File: src/rtl/veriyolu_hakemi_pkg.sv
// veriyolu_hakemi_pkg: grant state encodings and lock-starvation limit for the veriyolu arbiter
package veriyolu_hakemi_pkg;
  typedef enum logic [1:0] {
    HAKEM_BOS = 2'd0,
    HAKEM_M0  = 2'd1,
    HAKEM_M1  = 2'd2
  } hakem_durum_t;
  localparam int HAKEM_KILIT_SINIR = 8;
  localparam int HAKEM_SAYAC_W = $clog2(HAKEM_KILIT_SINIR + 1);
endpackage

File: src/rtl/hakem_secici.sv
// hakem_secici: idle-state winner pick; round-robin on ties with VERIYOLU_HAKEMI_DONGUSEL_EN, else requester 0 first
module hakem_secici (
  input  logic m0_sec,
  input  logic m1_sec,
`ifdef VERIYOLU_HAKEMI_DONGUSEL_EN
  input  logic son_hizmet,
`endif
  output logic gecerli,
  output logic kazanan
);
  // kazanan=1 selects requester 1; only meaningful when gecerli is high
  always_comb begin
    gecerli = m0_sec | m1_sec;
`ifdef VERIYOLU_HAKEMI_DONGUSEL_EN
    kazanan = (m0_sec & m1_sec) ? ~son_hizmet : m1_sec;
`else
    kazanan = m1_sec & ~m0_sec;
`endif
  end
endmodule

File: src/rtl/veriyolu_hakemi.sv
// veriyolu_hakemi: two-requester arbiter for the vy_* bus port; VERIYOLU_HAKEMI_DONGUSEL_EN enables round-robin ties
module veriyolu_hakemi
  import veriyolu_hakemi_pkg::*;
(
  input  logic        clk_i,
  input  logic        rst_ni,
  input  logic [31:0] m0_adres_i,
  input  logic [31:0] m0_veri_i,
  input  logic [3:0]  m0_veri_maske_i,
  input  logic        m0_sec_i,
  input  logic        m0_kilit_i,
  output logic [31:0] m0_veri_o,
  output logic        m0_durdur_o,
  input  logic [31:0] m1_adres_i,
  input  logic [31:0] m1_veri_i,
  input  logic [3:0]  m1_veri_maske_i,
  input  logic        m1_sec_i,
  input  logic        m1_kilit_i,
  output logic [31:0] m1_veri_o,
  output logic        m1_durdur_o,
  output logic [31:0] vy_adres_o,
  output logic [31:0] vy_veri_o,
  output logic [3:0]  vy_veri_maske_o,
  output logic        vy_sec_o,
  input  logic [31:0] vy_veri_i,
  input  logic        vy_durdur_i
);
  hakem_durum_t durum, durum_sonraki, diger;
  logic [HAKEM_SAYAC_W-1:0] sayac, sayac_sonraki;
  logic verilen, bagli, x_sec, x_kilit, y_sec, tamam, kilit_ok;
  logic gecerli, kazanan;
`ifdef VERIYOLU_HAKEMI_DONGUSEL_EN
  logic son_hizmet;
  // remember who completed last so idle-state ties alternate
  always_ff @(posedge clk_i or negedge rst_ni)
    if (!rst_ni) son_hizmet <= 1'b1;
    else if (tamam) son_hizmet <= verilen;
`endif
  hakem_secici u_secici (
    .m0_sec     (m0_sec_i),
    .m1_sec     (m1_sec_i),
`ifdef VERIYOLU_HAKEMI_DONGUSEL_EN
    .son_hizmet (son_hizmet),
`endif
    .gecerli    (gecerli),
    .kazanan    (kazanan)
  );
  // grant state and consecutive-lock counter
  always_ff @(posedge clk_i or negedge rst_ni)
    if (!rst_ni) begin
      durum <= HAKEM_BOS;
      sayac <= '0;
    end else begin
      durum <= durum_sonraki;
      sayac <= sayac_sonraki;
    end
  // request mux toward the bus, response demux back, and next grant
  always_comb begin
    verilen = durum == HAKEM_M1;
    bagli = durum != HAKEM_BOS;
    x_sec = verilen ? m1_sec_i : m0_sec_i;
    x_kilit = verilen ? m1_kilit_i : m0_kilit_i;
    y_sec = verilen ? m0_sec_i : m1_sec_i;
    diger = verilen ? HAKEM_M0 : HAKEM_M1;
    vy_sec_o = bagli & x_sec;
    vy_adres_o = !bagli ? '0 : verilen ? m1_adres_i : m0_adres_i;
    vy_veri_o = !bagli ? '0 : verilen ? m1_veri_i : m0_veri_i;
    vy_veri_maske_o = !bagli ? '0 : verilen ? m1_veri_maske_i : m0_veri_maske_i;
    tamam = vy_sec_o & ~vy_durdur_i;
    kilit_ok = x_kilit & (sayac != HAKEM_SAYAC_W'(HAKEM_KILIT_SINIR));
    durum_sonraki = !bagli ? (gecerli ? (kazanan ? HAKEM_M1 : HAKEM_M0) : HAKEM_BOS)
                  : !x_sec ? HAKEM_BOS
                  : (!tamam || kilit_ok) ? durum
                  : y_sec ? diger : HAKEM_BOS;
    sayac_sonraki = (durum_sonraki != durum) ? '0
                  : (tamam & kilit_ok & y_sec) ? sayac + 1'b1 : sayac;
    m0_durdur_o = (durum == HAKEM_M0) ? vy_durdur_i & m0_sec_i : m0_sec_i;
    m1_durdur_o = (durum == HAKEM_M1) ? vy_durdur_i & m1_sec_i : m1_sec_i;
    m0_veri_o = (durum == HAKEM_M0) ? vy_veri_i : '0;
    m1_veri_o = (durum == HAKEM_M1) ? vy_veri_i : '0;
  end
endmodule
File: config.mk
export PLATFORM = sky130hd
export DESIGN_NAME = veriyolu_hakemi
export DESIGN_NICKNAME = d
export VERILOG_FILES = /design/src/rtl/veriyolu_hakemi_pkg.sv /design/src/rtl/hakem_secici.sv /design/src/rtl/veriyolu_hakemi.sv
export SDC_FILE = /design/constraint.sdc
export NUM_CORES = 1
export LEC_CHECK = 0
export CORE_AREA = 2 2 119 121
export DETAILED_ROUTE_END_ITERATION = 8
export DIE_AREA = 0 0 121 123
export PLACE_DENSITY = 0.62
export SLEW_MARGIN = 10
export SYNTH_ARGS = -nofsm -noshare
export SYNTH_HDL_FRONTEND = slang
export SYNTH_HIERARCHICAL = 1
export SYNTH_SLANG_ARGS = --single-unit
File: constraint.sdc
create_clock -name clk_i -period 1.8 [get_ports clk_i]
set_input_delay 0.36 -clock clk_i [delete_from_list [all_inputs] [get_ports clk_i]]
set_output_delay 0.36 -clock clk_i [all_outputs]
set_load 0.1 [all_outputs]
==> results.py, run 1 <==
metrics = {
    "logic_synthesis": {
        "syn_nets": 391,
        "synthArstFlopShare_pct": 100,
        "yosysWarnings": 6,
        "synth.most_common_cell": "a22o_1",
        "synth_edf_count": 0,
        "ys_seq_elements": 6,
        "synth.cell_area_um2": 1580,
        "synth_area_leaders": "a22o_1 38%, and2_1 25%, dfrtp_1 9.5%",
        "yosys.area.top_type": "a22o_1",
        "synth_top_area_share_pct": 37.7,
        "synthFlopType": "dfrtp_1",
        "synth-seq-area-share_pct": 9.49,
        "avgSynthCellArea_um2": 7.39,
        "ys_types": 29,
        "synthCells": 214,
        "synthTopCellsByCount": "68 x a22o_1, 64 x and2_1, 21 x clkbuf_1",
    },
    "cts": {
        "cts_max_path_buffers": 2,
        "clock_sinks": 6,
        "clk_pin_slew_ns": 0.04,
        "cts_hold_buf": 0,
        "htreeDepth": 1,
        "cts_tree": "built",
        "numCtsBuffers": 3,
        "cts_root_buffer": "clkbuf_16",
        "clk_latency_ns": 0.23,
    },
    "setup_path": {
        "critical_path_class": "register to output port",
        "required_ns": 1.44,
        "r2r-start": "durum[0]",
        "cpMaxStageDelayCell": "dfrtp_2",
        "ff2ff_path_depth": 5,
        "startpoint_type": "register",
        "slowest_delay_ns": 0.42,
        "cp_cell_sequence": "nor2b_4 > buf_12 > clkbuf_16 > a22o_2 > buf_12",
        "rrSetupSlack_ns": -0.06,
        "cpMostUsedCell": "buf_12",
        "path_max_fanout": 6,
        "rr_endpoint": "sayac[3]",
        "critPathArrivalTime_ns": 1.54,
        "worst_setup_path_end_kind": "output port",
    },
    "global_routing": {
        "grt_use_met2_pct": 33.6,
        "grt_pass1_vias": 3370,
        "top_usage_layer": "met2",
        "grt_max_degree": 58,
        "antenna_found_initial": 0,
        "met3_usage_pct": 4.43,
        "met1_usage_pct": 18.1,
        "grt.total_usage_pct": 17.0,
        "grt_overflow": 0,
        "grt_pass1_wl_um": 19600,
    },
    "drt": {
        "drt-initial-drc-count": 67,
        "post-route-drc-count": 0,
        "finalWirelength_um": 14700,
        "via_per_inst": 4.45,
        "vias": 3214,
        "ant_nets": 0,
        "dr.pass1.iters": 4,
        "wl_per_cell_um": 20.4,
    },
    "sta": {
        "hold_viol_final": 0,
        "drv_slew": 0,
        "setup_ws_ns": -0.0992,
        "worstMarginPinSlew_ns": 0.365,
        "max_freq_mhz": 527,
        "fin_skew_ns": 0.000997,
        "min_period_ns": 1.90,
        "whs_ns": 0.379,
        "finalSetupViolCount": 136,
        "period_share_pct": 106,
        "rsz0062_at_grt": "true",
        "slew_headroom_pct": 75.6,
    },
    "place": {
        "placed_cell_area_um2": 6590,
        "io_buffers": 309,
        "dp.final_hpwl_um": 10700,
        "place_inst": 700,
        "gp_congestion": 0.830,
    },
    "power": {
        "clock_power_share_pct": 2.6,
        "swShare_pct": 59.7,
        "p_leak_nw": 3.16,
        "ir_drop_v": 0.00121,
        "p_int_w": 0.00593,
        "cellPowerDensity_nw_per_um2": 1960,
        "p_switching_w": 0.00878,
        "p_comb_share_pct": 96.2,
        "power_frac_seq_pct": 1.2,
    },
    "final_layout": {
        "syn_to_final_growth_pct": 376,
        "layout.nets": 721,
        "layout-drive-gt1-share_pct": 59.1,
        "finalNonFillerCells": 723,
        "diodes": 0,
        "final_cell_area_um2": 7520,
    },
    "outcome": {
        "violations": "setup timing",
        "status": "finished, violations left",
    },
    "job": {
        "maxCapViolCount": 0,
    },
    "floorplanning": {
        "coreArea_um2": 13600,
        "io_pins": 310,
        "start_util_pct": 11.6,
        "die_h_um": 123,
        "rows": 43,
        "die_x_um": 121,
        "die-area_um2": 14900,
    },
    "hold_path": {
        "hp-class": "input port to async pin",
    },
}
[state kept, by name (all words and copies together) (netlist names)]
signal and flops:
durum 2, sayac 4
[cell type report]
type	count	area, µm²
clock buffers	4	78.8
well taps	180	225
inverters	6	22.5
fillers	1074	6090
multi-input cells	180	2040
flip-flops and latches	6	151
repair buffers	347	5000
[cells in the final DEF (no fill, tap or decap), types with 4 or more instances in the layout]
cell type and count:
dfrtp_1 5, inv_1 5, buf_4 16, and2_4 41, a22o_2 6, and2_2 23, nand2_1 8, buf_6 6
clkbuf_16 7, clkdlybuf4s50_1 172, a22o_4 58, a22o_1 4, buf_16 4, buf_12 143
[worst max-delay path: cells and delay by family (launching register included)]
| family | cells | cell delay, ns |
|---|---|---|
| and+or+nand+nor | 1 | 0.21 |
| DFF | 1 | 0.42 |
| AOI/OAI and AO/OA | 1 | 0.15 |
| buffers and inverters | 3 | 0.51 |
[how the worst max path moves through the flow]
stage	slack (ns)	endpoint	cells after the start	from
after CTS	-0.13	vy_adres_o[9]	6	durum[1]
after floorplan	-0.51	vy_adres_o[10]	5	durum[0]
after global placement	-0.25	sayac[2]	5	m1_sec_i
final	-0.1	vy_veri_o[31]	5	durum[0]
after global routing	-0.14	vy_veri_maske_o[3]	5	durum[0]
after detailed placement	-0.40	sayac[2]	5	m1_sec_i
[logic make-up after synthesis]
logic type / count (synthesis) / share of synthesized area (%)
AOI/OAI and AO/OA: 87 / 46.4
adders and majority gates: 2 / 1.58
buffers and inverters: 28 / 7.12
DFF: 6 / 9.49
muxes: 3 / 2.29
and+or+nand+nor: 88 / 33.1
[power by group through the flow]
stage / sequential, W / clock [W] / combinational (W)
6_report: 0.000177 / 0.000380 / 0.0141
5_1_grt: 0.000178 / 0.000386 / 0.0145
4_1_cts: 0.000174 / 0.000378 / 0.0139
3_5_place_dp: 0.000198 / 0 / 0.0130
3_3_place_gp: 0.000196 / 0 / 0.0129
2_1_floorplan: 0.000171 / 0 / 0.00801
[timing repair]
action,in CTS,in global routing
pin swaps,9,35
resized for setup,54,33
hold endpoints to repair,0,0
gates cloned,6,5
setup buffers,10,2
endpoints found under the setup margin,137,139
[routing by layer]
| layer | part of all wire (%) | wire (µm) | vias up |
|---|---|---|---|
| li1 | - | - | 1471 |
| met1 | 34 | 4990 | 1538 |
| met2 | 56 | 8220 | 179 |
| met3 | 8.1 | 1190 | 26 |
| met4 | 2.2 | 330 | 0 |
| met5 | 0 | 0 | - |
[through the flow]
| stage | TNS, ns | setup WS [ns] | power [W] | utilization, % |
|---|---|---|---|---|
| floorplan | -29.59 | -0.508 | 0.00818 | - |
| global placement | -0.662 | -0.248 | 0.0131 | 48.4 |
| detailed placement | -1.54 | -0.398 | 0.0132 | 48.4 |
| CTS | -10.83 | -0.133 | 0.0144 | 53.3 |
| global route | -13.81 | -0.140 | 0.0150 | 55.3 |
| finish | -8.42 | -0.0992 | 0.0147 | 55.3 |
Note: power is estimated with default switching activity, not from simulation.
==> run 2, diff against run 1 <==
--- a/config.mk
+++ b/config.mk
@@ -5,11 +5,10 @@
 export SDC_FILE = /design/constraint.sdc
 export NUM_CORES = 1
 export LEC_CHECK = 0
-export CORE_AREA = 2 2 119 121
+export CORE_AREA = 2 2 120 122
 export DETAILED_ROUTE_END_ITERATION = 8
-export DIE_AREA = 0 0 121 123
-export PLACE_DENSITY = 0.62
-export SLEW_MARGIN = 10
+export DIE_AREA = 0 0 122 124
+export PLACE_DENSITY = 0.6
 export SYNTH_ARGS = -nofsm -noshare
 export SYNTH_HDL_FRONTEND = slang
 export SYNTH_HIERARCHICAL = 1
==> constraint.sdc (replaced) <==
create_clock -name clk_i -period 2.3 [get_ports clk_i]
set_input_delay 0.46 -clock clk_i [delete_from_list [all_inputs] [get_ports clk_i]]
set_output_delay 0.46 -clock clk_i [all_outputs]
set_load 0.1 [all_outputs]
==> results.py, run 2 (synthesis results as in run 1) <==
metrics = {
    "outcome": {
        "status": "finished, final reports clean",
    },
    "floorplanning": {
        "coreArea_um2": 13700,
        "io_pins": 310,
        "die_h_um": 124,
        "start_util_pct": 11.5,
        "die_x_um": 122,
        "die-area_um2": 15100,
        "rows": 43,
    },
    "sta": {
        "slew_headroom_pct": 64.2,
        "period_share_pct": 95.6,
        "worstMarginPinSlew_ns": 0.533,
        "fin_skew_ns": 0.00197,
        "max_freq_mhz": 455,
        "hold_viol_final": 0,
        "drv_slew": 0,
        "min_period_ns": 2.20,
        "finalSetupViolCount": 0,
        "fin_tns_setup_ns": 0,
        "rsz0062_at_grt": "false",
    },
    "cts": {
        "clk_pin_slew_ns": 0.04,
        "clk_latency_ns": 0.23,
        "htreeDepth": 1,
        "cts_max_path_buffers": 2,
        "cts_tree": "built",
        "clock_sinks": 6,
        "cts_root_buffer": "clkbuf_16",
        "numCtsBuffers": 3,
        "cts_hold_buf": 0,
    },
    "global_routing": {
        "antenna_found_initial": 0,
        "grt.total_usage_pct": 16.6,
        "grt_pass1_wl_um": 19100,
        "grt_pass1_vias": 3197,
        "grt_max_degree": 69,
        "grt_overflow": 0,
    },
    "drt": {
        "finalWirelength_um": 14300,
        "dr.pass1.iters": 4,
        "post-route-drc-count": 0,
        "drt-initial-drc-count": 125,
        "ant_nets": 0,
        "vias": 3011,
        "via_per_inst": 4.34,
        "wl_per_cell_um": 20.6,
    },
    "final_layout": {
        "final_util_pct": 47.0,
        "top_register": "sayac",
        "diodes": 0,
        "layout-drive-gt1-share_pct": 47.0,
        "final_common_cell": "clkdlybuf4s50_1",
        "reg.largest.list": "sayac x4, durum x2",
        "largest_reg_flops": 4,
        "mostFrequentLayoutCells": "174 x clkdlybuf4s50_1, 136 x buf_12, 67 x a22o_2, 41 x and2_1, 23 x and2_2",
        "n_fill_cell": 1260,
        "syn_to_final_growth_pct": 308,
        "layout.nets": 691,
        "final_cell_area_um2": 6440,
        "finalNonFillerCells": 693,
    },
    "job": {
        "maxCapViolCount": 0,
    },
    "power": {
        "ir_drop_v": 0.000801,
        "cellPowerDensity_nw_per_um2": 1610,
        "power.total_w": 0.0103,
        "p_leak_nw": 2.59,
    },
    "setup_path": {
        "worst_setup_path_end_kind": "output port",
        "required_ns": 1.84,
        "startpoint_type": "register",
        "critPathArrivalTime_ns": 1.74,
        "path_max_fanout": 48,
        "critical_path_class": "register to output port",
    },
    "hold_path": {
        "hp-class": "input port to async pin",
    },
    "place": {
        "placed_cell_area_um2": 6360,
        "place_inst": 689,
        "io_buffers": 309,
        "dp.final_hpwl_um": 12300,
        "gp_congestion": 0.839,
    },
}
==> run 2: cell count changes in the layout (fill, tap and decap cells not counted), sizes merged <==
cell	delta
buf	-26
clkbuf	-4
clkdlybuf4s50	+2
dlygate4sd2	-2
==> run 2: routing by layer <==
metal	wire, µm	track usage, %	vias up
met2	7220	29.9	226
met3	2120	8.88	10
met1	4850	17.9	1366
met5	0	0	-
met4	104	1.80	0
li1	-	-	1409
==> run 2: cell type report <==
class | count | area (µm²) | area share [%]
clock buffers | 4 | 78.8 | 1.22
inverters | 6 | 22.5 | 0.349
multi-input cells | 180 | 1440 | 22.4
flip-flops and latches | 6 | 151 | 2.35
well taps | 180 | 225 | 3.49
repair buffers | 317 | 4520 | 70.2
==> run 2: timing repair <==
action	in CTS	in global routing
setup buffers	0	0
resized for setup	0	2
endpoints found under the hold margin	0	0
endpoints found under the setup margin	0	76
==> run 2: path summary, 6_finish.rpt <==
check,startpoint,end,slack [ns],cells after the start
setup / recovery,durum[1],m1_veri_o[4],0.10,4
min in group clk_i,sayac[3],sayac[3],0.62,2
hold reg to reg,sayac[3],sayac[3],0.62,2
setup reg to reg,durum[1],durum[0],0.42,4
hold / removal,rst_ni,durum[1],0.48,1
max in group asynchronous,rst_ni,durum[0],1.59,1
==> run 2: metrics by stage <==
step | setup slack (ns) | hold slack, ns
after floorplan | -0.360 | 0.164
after global placement | 0.120 | 0.573
after detailed placement | 0.0362 | 0.606
after CTS | 0.00507 | 0.483
after global routing | 0.0163 | 0.501
final | 0.101 | 0.477
==> run 2: worst max-delay path, stage by stage (launching register included) <==
cell	delay, ns
dfrtp_1	0.47
nor2b_4	0.29
buf_6	0.31
and2_2	0.23
buf_12	0.17
==> run 2: where the power goes <==
part	total [W]	internal, W	switching [W]
registers	0.000155	0.000122	0.0000324
logic	0.00990	0.00344	0.00646
clock network	0.000291	0.000230	0.0000608
total	0.0103	0.00380	0.00655
==> run 3, diff against run 2 <==
==> constraint.sdc (replaced) <==
create_clock -name clk_i -period 2.33 [get_ports clk_i]
set_input_delay 0.466 -clock clk_i [delete_from_list [all_inputs] [get_ports clk_i]]
set_output_delay 0.466 -clock clk_i [all_outputs]
set_load 0.1 [all_outputs]
==> results.py, run 3 (synthesis results as in run 1) <==
metrics = {
    "setup_path": {
        "startpoint_type": "register",
        "slowest_delay_ns": 0.46,
        "path_max_fanout": 52,
        "critical_path_class": "register to output port",
        "cp_cell_sequence": "nor2b_4 > buf_12 > a22o_1 > buf_12",
        "critPathArrivalTime_ns": 1.69,
        "required_ns": 1.86,
        "worst_setup_path_end_kind": "output port",
        "cpMaxStageDelayCell": "dfrtp_1",
        "cpMostUsedCell": "buf_12",
    },
    "floorplanning": {
        "coreArea_um2": 13700,
        "io_pins": 310,
        "die-area_um2": 15100,
        "die_x_um": 122,
        "rows": 43,
        "die_h_um": 124,
        "start_util_pct": 11.5,
    },
    "drt": {
        "finalWirelength_um": 14200,
        "dr.pass1.iters": 5,
        "wl_per_cell_um": 20.5,
        "drt-initial-drc-count": 158,
        "via_per_inst": 4.35,
        "ant_nets": 0,
        "vias": 3013,
        "post-route-drc-count": 0,
    },
    "place": {
        "placed_cell_area_um2": 6360,
        "dp_slack_ns": 0.0409,
        "dp.final_hpwl_um": 12200,
        "io_buffers": 309,
        "gp_congestion": 0.821,
    },
    "sta": {
        "finalSetupViolCount": 0,
        "max_freq_mhz": 465,
        "slew_headroom_pct": 62.1,
        "hold_viol_final": 0,
        "min_period_ns": 2.15,
        "worstMarginPinSlew_ns": 0.563,
        "fin_skew_ns": 0.00121,
        "rsz0062_at_grt": "false",
        "drv_slew": 0,
        "setup_ws_ns": 0.178,
        "whs_ns": 0.481,
        "period_share_pct": 92.3,
    },
    "global_routing": {
        "grt_pass1_vias": 3182,
        "grt_pass1_wl_um": 19400,
        "grt_max_degree": 69,
        "grt.total_usage_pct": 16.9,
        "antenna_found_initial": 0,
        "grt_overflow": 0,
    },
    "final_layout": {
        "final_cell_area_um2": 6450,
        "largest_reg_flops": 4,
        "final_util_pct": 47.0,
        "final_common_cell": "clkdlybuf4s50_1",
        "n_fill_cell": 1240,
        "mostFrequentLayoutCells": "174 x clkdlybuf4s50_1, 137 x buf_12, 67 x a22o_2, 41 x and2_1, 23 x and2_2",
        "layout-drive-gt1-share_pct": 46.9,
        "syn_to_final_growth_pct": 308,
        "reg.largest.list": "sayac x4, durum x2",
        "diodes": 0,
        "top_register": "sayac",
        "final-seq-area_um2": 151,
        "layout.nets": 690,
        "multi_input_area_um2": 1440,
    },
    "cts": {
        "cts_hold_buf": 0,
        "cts_setup_buffers": 0,
        "cts_max_path_buffers": 2,
        "htreeDepth": 1,
        "clk_latency_ns": 0.23,
        "clock_sinks": 6,
        "numCtsBuffers": 3,
        "cts_tree": "built",
        "clk_pin_slew_ns": 0.03,
        "cts_root_buffer": "clkbuf_16",
    },
    "power": {
        "cellPowerDensity_nw_per_um2": 1580,
        "power.total_w": 0.0102,
        "swShare_pct": 63.3,
        "p_int_w": 0.00375,
        "p_switching_w": 0.00646,
        "power_frac_seq_pct": 1.5,
        "p_comb_share_pct": 95.7,
        "ir_drop_v": 0.000818,
        "p_leak_nw": 2.59,
        "clock_power_share_pct": 2.8,
    },
    "job": {
        "maxCapViolCount": 0,
    },
    "outcome": {
        "status": "finished, final reports clean",
    },
    "hold_path": {
        "hp-class": "input port to async pin",
    },
}
-- run 3: cell types whose count changed in the layout (fill, tap and decap cells not counted), sizes merged --
| cell | before | now |
|---|---|---|
| buf | 143 | 142 |
-- run 3: layout make-up --
type	count	area share, %
Tap cell	180	3.49
Multi-Input combinational cell	180	22.4
Sequential cell	6	2.35
Inverter	6	0.349
Timing Repair Buffer	316	70.2
Clock buffer	4	1.22
-- run 3: worst max-delay path, delay by kind of cell (launching register included) --
family                 cells  cell delay (ns)
AO/OA/AOI/OAI              1             0.23
buffers and inverters      2             0.44
AND/OR/NAND/NOR            1             0.28
flip-flops                 1             0.46
-- run 3: power by group through the flow --
stage          registers, W  logic, W  clock network (W)
2_1_floorplan      0.000132   0.00607                  0
3_3_place_gp       0.000149   0.00977                  0
3_5_place_dp       0.000152   0.00980                  0
4_1_cts            0.000151   0.00983           0.000286
5_1_grt            0.000155    0.0100           0.000298
6_report           0.000153   0.00977           0.000284
-- run 3: worst paths after layout --
path | from | end | slack (ns) | cells after the start
worst max-delay path | durum[1] | vy_veri_maske_o[3] | 0.18 | 4
worst min-delay path | rst_ni | durum[1] | 0.48 | 1
worst max register to register | durum[1] | durum[0] | 0.20 | 5
worst min register to register | sayac[3] | sayac[3] | 0.60 | 2
max in group asynchronous | rst_ni | durum[0] | 1.62 | 1
min in group clk_i | sayac[3] | sayac[3] | 0.60 | 2
-- run 3: per-stage QoR --
stage / cells / setup TNS (ns)
6_report: 692 / 0
5_1_grt: 692 / 0
4_1_cts: 692 / 0
3_5_place_dp: 688 / 0
3_3_place_gp: 688 / 0
2_1_floorplan: 214 / -0.336
-- run 3: layer usage --
layer	up-vias	global-route usage, %	wire [µm]
li1	1404	-	-
met1	1363	18.5	4880
met2	230	29.2	6990
met3	16	8.84	2060
met4	0	3.66	291
met5	-	0	0
-- run 3: repair_timing --
| action | 4_1_cts | 5_1_grt |
|---|---|---|
| hold endpoints to repair | 0 | 0 |
| setup endpoints to repair | 0 | 3 |
| gates resized for setup | 0 | 1 |
